===== src/rtl/network_scheduler.sv =====
// network_scheduler
//   Top-level sequencer for a dataflow network of NUM_ACTORS trigger
//   controllers. One ap_start/ap_done/ap_ready/ap_idle handshake for the
//   whole network. Each run fires a single-cycle start to every trigger and
//   then waits until all triggers have reported done. While running it
//   derives a debounced network_idle that the triggers use to decide between
//   standing by and relaunching.
//
// Ports
//   ap_clk            clock, rising edge
//   ap_rst_n          asynchronous active-low reset
//   ap_start          network start request (sampled in IDLE only)
//   ap_done/ap_ready  one-cycle pulse when a run completes
//   ap_idle           high while IDLE
//   trigger_start     per-trigger start pulse (all ones for one cycle)
//   trigger_done      per-trigger ap_done pulses
//   trigger_sleeping  per-trigger "waiting on input"
//   fifo_empty_all    every inter-actor FIFO is empty
//   network_idle      debounced quiet indication, fed back to all triggers
//   iterations        completed-run counter (wraps at 2^32)
//   timeout           watchdog flag (only with NETWORK_SCHEDULER_WATCHDOG_EN)
//
// Build option
//   NETWORK_SCHEDULER_WATCHDOG_EN: adds a RUN-state inactivity watchdog of
//   WATCHDOG_CYCLES cycles and the timeout port. Without it RUN waits
//   indefinitely and WATCHDOG_CYCLES only takes part in parameter checking.

module network_scheduler #(
    parameter int NUM_ACTORS      = 4,
    parameter int QUIESCE_CYCLES  = 3,
    parameter int WATCHDOG_CYCLES = 65535
) (
    input  logic                  ap_clk,
    input  logic                  ap_rst_n,
    input  logic                  ap_start,
    output logic                  ap_done,
    output logic                  ap_ready,
    output logic                  ap_idle,
    output logic [NUM_ACTORS-1:0] trigger_start,
    input  logic [NUM_ACTORS-1:0] trigger_done,
    input  logic [NUM_ACTORS-1:0] trigger_sleeping,
    input  logic                  fifo_empty_all,
    output logic                  network_idle,
    output logic [31:0]           iterations
`ifdef NETWORK_SCHEDULER_WATCHDOG_EN
    ,
    output logic                  timeout
`endif
);

    if (NUM_ACTORS < 1 || QUIESCE_CYCLES < 1 || WATCHDOG_CYCLES < 1) begin : g_param_check
        $error("network_scheduler: NUM_ACTORS, QUIESCE_CYCLES and WATCHDOG_CYCLES must be >= 1");
    end

    localparam int QW = $clog2(QUIESCE_CYCLES + 1);
    localparam logic [QW-1:0] Q_MAX = QW'(QUIESCE_CYCLES);

    typedef enum logic [1:0] {S_IDLE, S_START, S_RUN, S_DONE} state_t;

    state_t                  state_reg, state_next;
    logic [NUM_ACTORS-1:0]   done_mask_reg;
    logic [QW-1:0]           quiesce_cnt_reg;
    logic [31:0]             iterations_reg;
    logic [NUM_ACTORS-1:0]   quiet_bits;
    logic                    cond;
    logic                    done_all;
    logic                    wd_expire;

    // A trigger counts as quiet if it is sleeping or has already finished.
    for (genvar gi = 0; gi < NUM_ACTORS; gi++) begin : g_quiet
        assign quiet_bits[gi] = trigger_sleeping[gi] | done_mask_reg[gi];
    end

    assign cond     = fifo_empty_all & (&quiet_bits);
    // Include this cycle's dones so the run ends the cycle after the last one.
    assign done_all = &(done_mask_reg | trigger_done);

`ifdef NETWORK_SCHEDULER_WATCHDOG_EN
    localparam int WW = $clog2(WATCHDOG_CYCLES + 1);

    logic [WW-1:0]         wd_cnt_reg, wd_cnt_next;
    logic [NUM_ACTORS-1:0] sleeping_prev_reg;
    logic                  timeout_reg;
    logic                  activity;

    assign activity    = (|trigger_done) | (trigger_sleeping != sleeping_prev_reg);
    assign wd_cnt_next = activity ? '0 : wd_cnt_reg + WW'(1);
    assign wd_expire   = (state_reg == S_RUN) && (wd_cnt_next == WW'(WATCHDOG_CYCLES));
    assign timeout     = timeout_reg;

    always_ff @(posedge ap_clk or negedge ap_rst_n) begin
        if (!ap_rst_n) begin
            wd_cnt_reg        <= '0;
            sleeping_prev_reg <= '0;
            timeout_reg       <= 1'b0;
        end else begin
            sleeping_prev_reg <= trigger_sleeping;
            if (state_reg == S_START) begin
                // Clearing here means RUN is always entered with a fresh count.
                wd_cnt_reg  <= '0;
                timeout_reg <= 1'b0;
            end else if (state_reg == S_RUN) begin
                wd_cnt_reg <= wd_cnt_next;
                if (wd_expire) begin
                    timeout_reg <= 1'b1;
                end
            end
        end
    end
`else
    assign wd_expire = 1'b0;
`endif

    // State register
    always_ff @(posedge ap_clk or negedge ap_rst_n) begin
        if (!ap_rst_n) begin
            state_reg <= S_IDLE;
        end else begin
            state_reg <= state_next;
        end
    end

    // Next-state logic
    always_comb begin
        state_next = state_reg;
        case (state_reg)
            S_IDLE:  if (ap_start) state_next = S_START;
            S_START: state_next = S_RUN;
            S_RUN:   if (done_all || wd_expire) state_next = S_DONE;
            S_DONE:  state_next = S_IDLE;
            default: state_next = S_IDLE;
        endcase
    end

    // Output logic; decoded from the state register so the start pulse is
    // exactly one cycle wide and reset takes effect immediately.
    always_comb begin
        ap_idle       = 1'b0;
        ap_done       = 1'b0;
        ap_ready      = 1'b0;
        trigger_start = '0;
        case (state_reg)
            S_IDLE:  ap_idle = 1'b1;
            S_START: trigger_start = '1;
            S_DONE: begin
                ap_done  = 1'b1;
                ap_ready = 1'b1;
            end
            default: ;
        endcase
    end

    // network_idle drops combinationally the first cycle cond falls.
    assign network_idle = (state_reg == S_RUN) && cond && (quiesce_cnt_reg == Q_MAX);
    assign iterations   = iterations_reg;

    // Datapath: completion mask, quiesce debounce counter, run counter
    always_ff @(posedge ap_clk or negedge ap_rst_n) begin
        if (!ap_rst_n) begin
            done_mask_reg   <= '0;
            quiesce_cnt_reg <= '0;
            iterations_reg  <= '0;
        end else begin
            case (state_reg)
                S_START: begin
                    // Dones arriving alongside the start pulse still count.
                    done_mask_reg   <= trigger_done;
                    quiesce_cnt_reg <= '0;
                end
                S_RUN: begin
                    done_mask_reg <= done_mask_reg | trigger_done;
                    if (!cond) begin
                        quiesce_cnt_reg <= '0;
                    end else if (quiesce_cnt_reg != Q_MAX) begin
                        quiesce_cnt_reg <= quiesce_cnt_reg + QW'(1);
                    end
                end
                S_DONE: begin
                    iterations_reg  <= iterations_reg + 32'd1;
                    quiesce_cnt_reg <= '0;
                end
                default: quiesce_cnt_reg <= '0;
            endcase
        end
    end

endmodule


===== config.mk =====
export PLATFORM = sky130hd
export DESIGN_NAME = network_scheduler
export DESIGN_NICKNAME = d
export VERILOG_FILES = /design/src/rtl/network_scheduler.sv
export SDC_FILE = /design/constraint.sdc
export NUM_CORES = 1
export LEC_CHECK = 0
export BUFFER_PORTS_ARGS = -buffer_cell sky130_fd_sc_hd__buf_2
export CAP_MARGIN = 15
export CORE_MARGIN = 8
export CORE_UTILIZATION = 48
export CTS_BUF_LIST = sky130_fd_sc_hd__clkbuf_4 sky130_fd_sc_hd__clkbuf_8
export CTS_CLUSTER_DIAMETER = 60
export DETAILED_ROUTE_END_ITERATION = 10
export PLACE_DENSITY_LB_ADDON = 0.2
export SYNTH_ARGS = -nofsm -noshare
export SYNTH_HDL_FRONTEND = slang
export SYNTH_SLANG_ARGS = --single-unit

===== constraint.sdc =====
create_clock -name ap_clk -period 1.84 [get_ports ap_clk]
set_input_delay 0.276 -clock ap_clk [delete_from_list [all_inputs] [get_ports ap_clk]]
set_output_delay 0.276 -clock ap_clk [all_outputs]
set_load 0.05 [all_outputs]

# --- Word-level counts from Yosys, hierarchy flattened ---
# Cells that the tools add are included.
totals:
  ff_bits: 40
  latchBits: 0
  ramBits: 0
  rom_bits: 0
  in_bits: 12
  output_inout_bits: 40
  elab_cells: 37
  n_memories: 0
classes:
  addsub: 2
  mul: 0
  n_div: 0
  n_lt_le_gt_ge: 0
  n_eq_ne: 8
  shifts: 0
  n_mux: 10
  n_bitwise: 6
  reduce_logical: 7
op_table:
  columns: ["cell", "n"]
  rows:
  - ["32-bit by 1-bit adder with 32-bit output, second input constant", 1]
  - ["2-bit 2-to-1 mux", 5]
  - ["2-bit case mux with 4 select lines", 1]
  - ["4-bit case mux with 2 select lines", 1]
  - ["4-bit AND reduction", 2]
  - ["2-bit == test, second input constant", 3]
  - ["2-bit inequality test, second input constant", 3]
  - ["4-bit 2-to-1 mux", 1]
  - ["1-bit OR", 4]
  - ["4-bit OR", 1]
  - ["3-bit by 2-bit inequality test with 1-bit output, second input constant", 1]
  - ["2-bit by 1-bit adder with 2-bit output, second input constant", 1]
  - ["2-bit by 1-bit == test with 1-bit output, second input constant", 1]
  - ["1-bit logical AND", 2]
  - ["2-bit zero test", 1]
  - ["1-bit 2-to-1 mux", 2]
  - ["2-bit AND reduction", 1]
  - ["2-bit nonzero test", 1]
  - ["1-bit AND", 1]

# --- Depth between registers and ports, before layout ---
# Gate-level depths: netlist of run 1.
depth:
  depth_word: 5
  depth_mapped: 6

# --- Worst setup path after synthesis of run 1 ---
# OpenSTA, ideal clock, no wires.
synth_path:
  path_type: "register to register"
  from: "register state_reg[1]"
  to: "register iterations_reg[18] (netlist: iterations[18])"
  setup_ns: 0.143
  arrival_time_ns: 2.136
  path_slack_ns: -0.439
  stages_incl_launch_ff: 7
  path_cell_list: "dfrtp_1 ha_1 nand3_1 or4_1 clkbuf_2 or3_1 xnor2_1"
synth_between:
  elab_chain_len: 1
synth_lines:
  columns: ["item", "line_no", "rtl"]
  rows:
  - ["start: declaration", "60", "state_t state_reg, state_next;"]
  - ["start signal: assignment", "119", "state_reg <= state_next;"]
  - ["2-bit == test", "164", "case (state_reg)"]
  - ["end signal: assignment", "179", "iterations_reg <= iterations_reg + 32'd1;"]
  - ["end: declaration", "63", "logic [31:0] iterations_reg;"]
# No other way between the ends.
# A chain may end at the register's enable or synchronous reset.

# --- Worst setup path in the final report of run 1 ---
layout_path:
  from: "register state_reg[0]"
  to: "output network_idle"
layout_between:
  elab_chain_len: 3
layout_lines:
  columns: ["item", "line_no", "rtl"]
  rows:
  - ["2-bit == test", "154", "assign network_idle = (state_reg == S_RUN) && cond && (quiesce_cnt_reg == Q_MAX);"]
  - ["1-bit logical AND (2 in a row)", "154", null]
  - ["end: declaration", "43", "output logic network_idle,"]
# No other way between the ends.

==> reports/summary.txt, run 1 <==
power per cell area: 1234 mW/mm2
effective utilization at floorplan: 0.4866
number of cells in the design after placement: 279
DP Worst Slack: 55.89 ps
crit path capture type: output pin
startpoint kind of the worst setup timing path: register
Final HPWL DP: 3087 um
Static Leak: 1.212 nW
Starting DRT DRC Count: 44
Finished Core Util: 0.6364
net count of the finished layout: 255
wire length reported by the detailed router: 3998 um
# Post-CTS Setup Buffers: 0
antenna cell count: 0
Critical Path, Cell by Cell: inv_2 -> ha_2 -> o2111ai_2 -> nor2_1 -> buf_6
RSZ-0062 raised after global routing: true
worst-margin pin slew: 326.7 ps
Final WS setup: 90.37 ps
biggest cell delay along the critical path: 440 ps
minimum hold slack: 216.7 ps
category of cells accounting for the largest share of critical-path delay: flip-flops
clock root buffer: sky130_fd_sc_hd__clkbuf_8
Non-Filler Instances: 288
pin count of the biggest net entering global routing: 16
proportion of layout cells with a drive suffix above 1: 0.4202
max capacitance violation total: 0
vias in the first global route: 1,533
Peak supply drop: 1.156 mV
worst setup path category: register to output pin
final worst path period need: 1750 ps
total iterations of the first detailed-routing run: 4
busiest metal layer after global routing: met2
number of cell rows: 23
total CTS buffers: 5
met3 usage in global routing: 0.05530
Post-Synthesis Mean Instance Area: 11.06 um2
path category of the worst min-delay check: input port to register
final estimated routing congestion in global placement: 0.7684
antenna violations before repair: 0
clock sink count: 40
port bufs: 51
library cells used by synthesis: 31
Max Buffers Root-to-Sink: 2
number of synthesized flops with an enable pin: 0
Worst Clk Skew: 9.533 ps
top-level port count: 52
GRT Total Usage: 0.1408
clock transition at the register clock pins on the worst setup and hold paths after CTS: 80 ps
cell type contributing the most total cell area after synthesis: sky130_fd_sc_hd__dfrtp_1
global-route wire length before repair: 7058 um
Max Clk Rate: 571.5 MHz
hold violation count in the final report: 0
H-tree depth: 2
insertion delay of the later-clocked pin in the worst-skew pair: 290 ps
post-synth top area share: 0.5295
final instance area: 0.002472 mm2
GRT overflow: 0
final number of setup-violating endpoints: 0
part of the Yosys area used for sequential elements: 0.5295
status: finished clean
data required time of the worst path: 1560 ps
full die area: 0.006203 mm2
final routed wire length divided by cell count: 13.88 um
Vias/cell: 5.208
largest fanout on the critical path: 4
synthesized cell area: 0.001891 mm2
Slew Viols, Final: 0
clock tree from TritonCTS: yes
sum of negative setup slack: 0 ps
DRC violations left: 0
number of vias in the routed layout: 1,500
post-synthesis sequential element count: 40
fraction of registers with async set/reset: 1.000
number of nets in the synthesized netlist: 189
Bufs and invs on worst path: 2
max reg flops: 32
flip-flop cell with the highest count after synthesis: sky130_fd_sc_hd__dfrtp_1
Chip Height: 78.76 um
Die X: 78.76 um
cell with the largest stage delay on the worst path: sky130_fd_sc_hd__dfrtp_2
instance area after placement: 0.002328 mm2
instance count of the mapped netlist: 171
global routing usage on met1: 0.1740
count of yosys warnings during synthesis: 0
Arrival @ worst endpoint: 1470 ps
tightest slew margin relative to the limit: 0.7822
GRT met2 Usage: 0.2113
DRT antenna net count: 0
signed area change from the synthesized netlist to the final layout: 30.77%
share of the clock period used by the worst path after layout: 0.9509
filler cell count: 336
total chip power: 3.052 mW
biggest area contributors in the synthesized netlist: sky130_fd_sc_hd__dfrtp_1 53%, sky130_fd_sc_hd__xnor2_1 11%, sky130_fd_sc_hd__xor2_1 4.2%, sky130_fd_sc_hd__ha_1 4.0%, sky130_fd_sc_hd__nand4_1 3.6%
Placeable Area: 0.003885 mm2
-- cells in the final DEF, fill, tap and decap left out, types with 4 or more instances in the layout --
cell type                  count
sky130_fd_sc_hd__clkbuf_8      5
sky130_fd_sc_hd__buf_4        12
sky130_fd_sc_hd__xor2_1        9
sky130_fd_sc_hd__dfrtp_2      14
sky130_fd_sc_hd__nor4_1        4
sky130_fd_sc_hd__nand3_1       7
sky130_fd_sc_hd__inv_1         5
sky130_fd_sc_hd__xnor2_1      23
sky130_fd_sc_hd__a22o_1        4
sky130_fd_sc_hd__buf_2        50
sky130_fd_sc_hd__nor2_1       13
sky130_fd_sc_hd__dfrtp_1      26
sky130_fd_sc_hd__nand4_1      11
sky130_fd_sc_hd__nand2_1      14
-- cells by family (layout without fill, tap and decap cells) --
family / after synthesis / in the layout / share of synthesized area
xor gates and xnor gates: 32 / 32 / 0.1482
buffers and inverters: 11 / 78 / 0.03044
adders and majority gates: 6 / 6 / 0.03971
DFF: 40 / 40 / 0.5295
and+or+nand+nor: 68 / 68 / 0.1939
AOI/OAI and AO/OA: 11 / 11 / 0.04103
muxes: 3 / 3 / 0.01721
-- final cells by class --
cell class / instances / area [um2] / area share
clock buffers: 6 / 76.32 / 0.03087
clock inverters: 2 / 35.03 / 0.01417
inverters: 6 / 22.52 / 0.009109
multi-input cells: 120 / 895.9 / 0.3623
flip-flops and latches: 40 / 1018 / 0.4119
well taps: 50 / 62.56 / 0.02530
repair buffers: 64 / 361.6 / 0.1463
-- metal layers --
metal  wire length [um]  vias to the layer above
li1                   -                      727
met1               1808                      730
met2               1812                       36
met3                311                        7
met4                 65                        0
met5                  0                        -
-- final timing paths --
check | startpoint | end | cells after the start | slack [ps]
setup / recovery | state_reg[0] | network_idle | 5 | 90
hold reg to reg | iterations[31] | iterations[31] | 1 | 470
max in group asynchronous | ap_rst_n | iterations[10] | 3 | 910
setup reg to reg | state_reg[1] | iterations[18] | 5 | 120
hold / removal | trigger_done[1] | done_mask_reg[1] | 2 | 220
min in group asynchronous | ap_rst_n | iterations[19] | 2 | 400
-- synth_stat cells, types with 2 or more instances --
library cell	instances
sky130_fd_sc_hd__nand3_1	7
sky130_fd_sc_hd__o21ai_0	2
sky130_fd_sc_hd__and3_1	3
sky130_fd_sc_hd__a22o_1	4
sky130_fd_sc_hd__nand4_1	11
sky130_fd_sc_hd__xor2_1	9
sky130_fd_sc_hd__nand4_2	2
sky130_fd_sc_hd__ha_1	6
sky130_fd_sc_hd__and2_1	2
sky130_fd_sc_hd__o22ai_1	3
sky130_fd_sc_hd__buf_4	4
sky130_fd_sc_hd__nor2_1	14
sky130_fd_sc_hd__nor4_1	5
sky130_fd_sc_hd__xnor2_1	23
sky130_fd_sc_hd__mux2_2	2
sky130_fd_sc_hd__nand2_1	14
sky130_fd_sc_hd__nor3_1	2
sky130_fd_sc_hd__inv_1	6
sky130_fd_sc_hd__dfrtp_1	40
-- power breakdown --
part / leakage (nW) / switching [mW] / internal (mW)
combinational: 0.637 / 0.777 / 0.374
sequential: 0.516 / 0.164 / 1.03
clock: 0.0586 / 0.293 / 0.417
total: 1.21 / 1.23 / 1.82
-- what timing repair did --
action | 4_1_cts | 5_1_grt
pin swaps | 0 | 2
endpoints found under the hold margin | 13 | 0
hold buffers | 1 | 0
endpoints found under the setup margin | 1 | 6
resized for setup | 3 | 5
(Power assumes the default switching activity.)
==> run 2: changes to the inputs <==
--- a/config.mk
+++ b/config.mk
@@ -8,7 +8,7 @@
 export BUFFER_PORTS_ARGS = -buffer_cell sky130_fd_sc_hd__buf_2
 export CAP_MARGIN = 15
 export CORE_MARGIN = 8
-export CORE_UTILIZATION = 48
+export CORE_UTILIZATION = 45
 export CTS_BUF_LIST = sky130_fd_sc_hd__clkbuf_4 sky130_fd_sc_hd__clkbuf_8
 export CTS_CLUSTER_DIAMETER = 60
 export DETAILED_ROUTE_END_ITERATION = 10
==> run 2 against run 1 <==
  * Clock skew down 5.6 ps
  * Clock power fell by 13%
  * Fmax decreased by 0.64%
  * Die area increased by 5.3%
  * Flip-flop and latch count stayed put
  * Global-route usage is 1.3 points lower
  * Cell area fell by 0.15%
  * First-iteration DRC count increased by 14%
  * Utilization decreased by 2.4 points
  * Non-clock buffer count unchanged
  * Count of clock-buffer cells in the layout is 2 higher
  * Critical endpoint is now iterations[18]
  * Largest cell class unchanged
  * Largest power group is now combinational logic
  * Highest routed layer unchanged
==> reports/summary.txt, run 2 (synthesized netlist as in run 1, its figures left out) <==
clock transition at the register clock pins on the worst setup and hold paths after CTS: 70 ps
worst setup path category: register to register
effective utilization at floorplan: 0.4693
hold violation count in the final report: 0
worst-margin pin slew: 692.0 ps
max capacitance violation total: 0
total CTS buffers: 5
status: finished clean
number of vias in the routed layout: 1,478
Worst Clk Skew: 3.887 ps
final routed wire length divided by cell count: 14.32 um
Arrival @ worst endpoint: 1930 ps
startpoint kind of the worst setup timing path: register
Vias/cell: 5.132
Chip Height: 80.82 um
port bufs: 51
share of the clock period used by the worst path after layout: 0.9570
final estimated routing congestion in global placement: 0.7447
Slew Viols, Final: 0
number of cell rows: 23
net count of the finished layout: 255
clock tree from TritonCTS: yes
Die X: 80.82 um
GRT overflow: 0
highest-count cells in the layout ignoring fill and taps: 50 x sky130_fd_sc_hd__buf_2, 27 x sky130_fd_sc_hd__dfrtp_1, 23 x sky130_fd_sc_hd__xnor2_1
DP Worst Slack: 3.466 ps
full die area: 0.006531 mm2
Bufs and invs on worst path: 0
Max Buffers Root-to-Sink: 2
cell with the largest stage delay on the worst path: sky130_fd_sc_hd__or4_4
data required time of the worst path: 2010 ps
category of cells accounting for the largest share of critical-path delay: simple AND/OR/NAND/NOR gates
antenna cell count: 0
proportion of layout cells with a drive suffix above 1: 0.4202
sequential standard cell area: 0.001017 mm2
final instance area: 0.002469 mm2
instance area after placement: 0.002321 mm2
tightest slew margin relative to the limit: 0.5387
Final HPWL DP: 3118 um
CTS Hold Bufs: 0
crit path capture type: register
Static Leak: 1.210 nW
antenna violations before repair: 0
largest fanout on the critical path: 6
Peak supply drop: 1.159 mV
number of cells in the design after placement: 278
clock sink count: 40
max reg flops: 32
DRT antenna net count: 0
Final WS setup: 79.07 ps
power per cell area: 1217 mW/mm2
biggest cell delay along the critical path: 460 ps
path category of the worst min-delay check: input port to async pin
filler cell count: 353
Critical Path, Cell by Cell: ha_4 -> nand3_1 -> or4_4 -> or3_1 -> xnor2_1
top-level port count: 52
Starting DRT DRC Count: 50
signed area change from the synthesized netlist to the final layout: 30.58%
wire length reported by the detailed router: 4125 um
final worst path period need: 1761 ps
DRC violations left: 0
GRT Total Usage: 0.1282
pin count of the biggest net entering global routing: 32
vias in the first global route: 1,444
launching point of the worst reg2reg path: state_reg[0]
Non-Filler Instances: 288
combined area of the multi-input logic cells: 909.6 um2
worst setup path startpoint: state_reg[0]
global-route wire length before repair: 6561 um
Max Clk Rate: 567.9 MHz
sum of negative setup slack: 0 ps
commonest non-fill, non-tap cell in the layout: sky130_fd_sc_hd__buf_2
Placeable Area: 0.004029 mm2
RSZ-0062 raised after global routing: false
insertion delay of the later-clocked pin in the worst-skew pair: 290 ps
Finished Core Util: 0.6127
clock root buffer: sky130_fd_sc_hd__clkbuf_8
H-tree depth: 2
final number of setup-violating endpoints: 0
total iterations of the first detailed-routing run: 4
==> run 2: layer usage <==
layer	share of wire	global-route usage	up-vias
met3	0.072	0.04857	7
met5	0	0	-
met1	0.46	0.1635	705
li1	-	-	728
met4	0.014	0.05357	0
met2	0.45	0.1909	38
==> run 2: report_power, final <==
group | switching, mW | internal [mW] | leakage, nW | total (mW)
Sequential | 0.165 | 1.03 | 0.517 | 1.19
Clock | 0.283 | 0.335 | 0.0523 | 0.618
Combinational | 0.782 | 0.414 | 0.640 | 1.20
Total | 1.23 | 1.77 | 1.21 | 3.00
==> run 2: area by class of cell <==
class | instances | share of cell area
Sequential cell | 40 | 0.4121
Inverter | 6 | 0.009123
Tap cell | 50 | 0.02534
Clock buffer | 8 | 0.03953
Multi-Input combinational cell | 120 | 0.3685
Timing Repair Buffer | 64 | 0.1455
==> run 2: through the flow <==
| stage | power (mW) | hold slack [ps] |
|---|---|---|
| detailed placement | 2.353 | 364.1 |
| global placement | 2.337 | 362.5 |
| finish | 3.004 | 29.39 |
| CTS | 2.993 | 47.65 |
| floorplan | 2.131 | -19.59 |
| global route | 3.172 | 80.38 |
==> run 2: path summary, 6_finish.rpt <==
| kind | slack, ps | to | cells after the start |
|---|---|---|---|
| setup reg to reg | 80 | iterations[18] | 5 |
| setup / recovery | 80 | iterations[18] | 5 |
| max in group asynchronous | 1260 | iterations[24] | 2 |
| min in group ap_clk | 230 | done_mask_reg[1] | 2 |
| hold reg to reg | 470 | iterations[31] | 1 |
| hold / removal | 30 | iterations[21] | 1 |
==> run 2: worst register-to-register path, cell delays in order (launching register included) <==
cell,delay (ps)
sky130_fd_sc_hd__dfrtp_1,420
sky130_fd_sc_hd__ha_4,180
sky130_fd_sc_hd__nand3_1,100
sky130_fd_sc_hd__or4_4,460
sky130_fd_sc_hd__or3_1,340
sky130_fd_sc_hd__xnor2_1,140
==> run 2: repair_timing <==
action	CTS	global route
gates cloned	0	0
pin swaps	1	2
setup endpoints to repair	2	5
buffers inserted	0	2
resized for setup	5	3
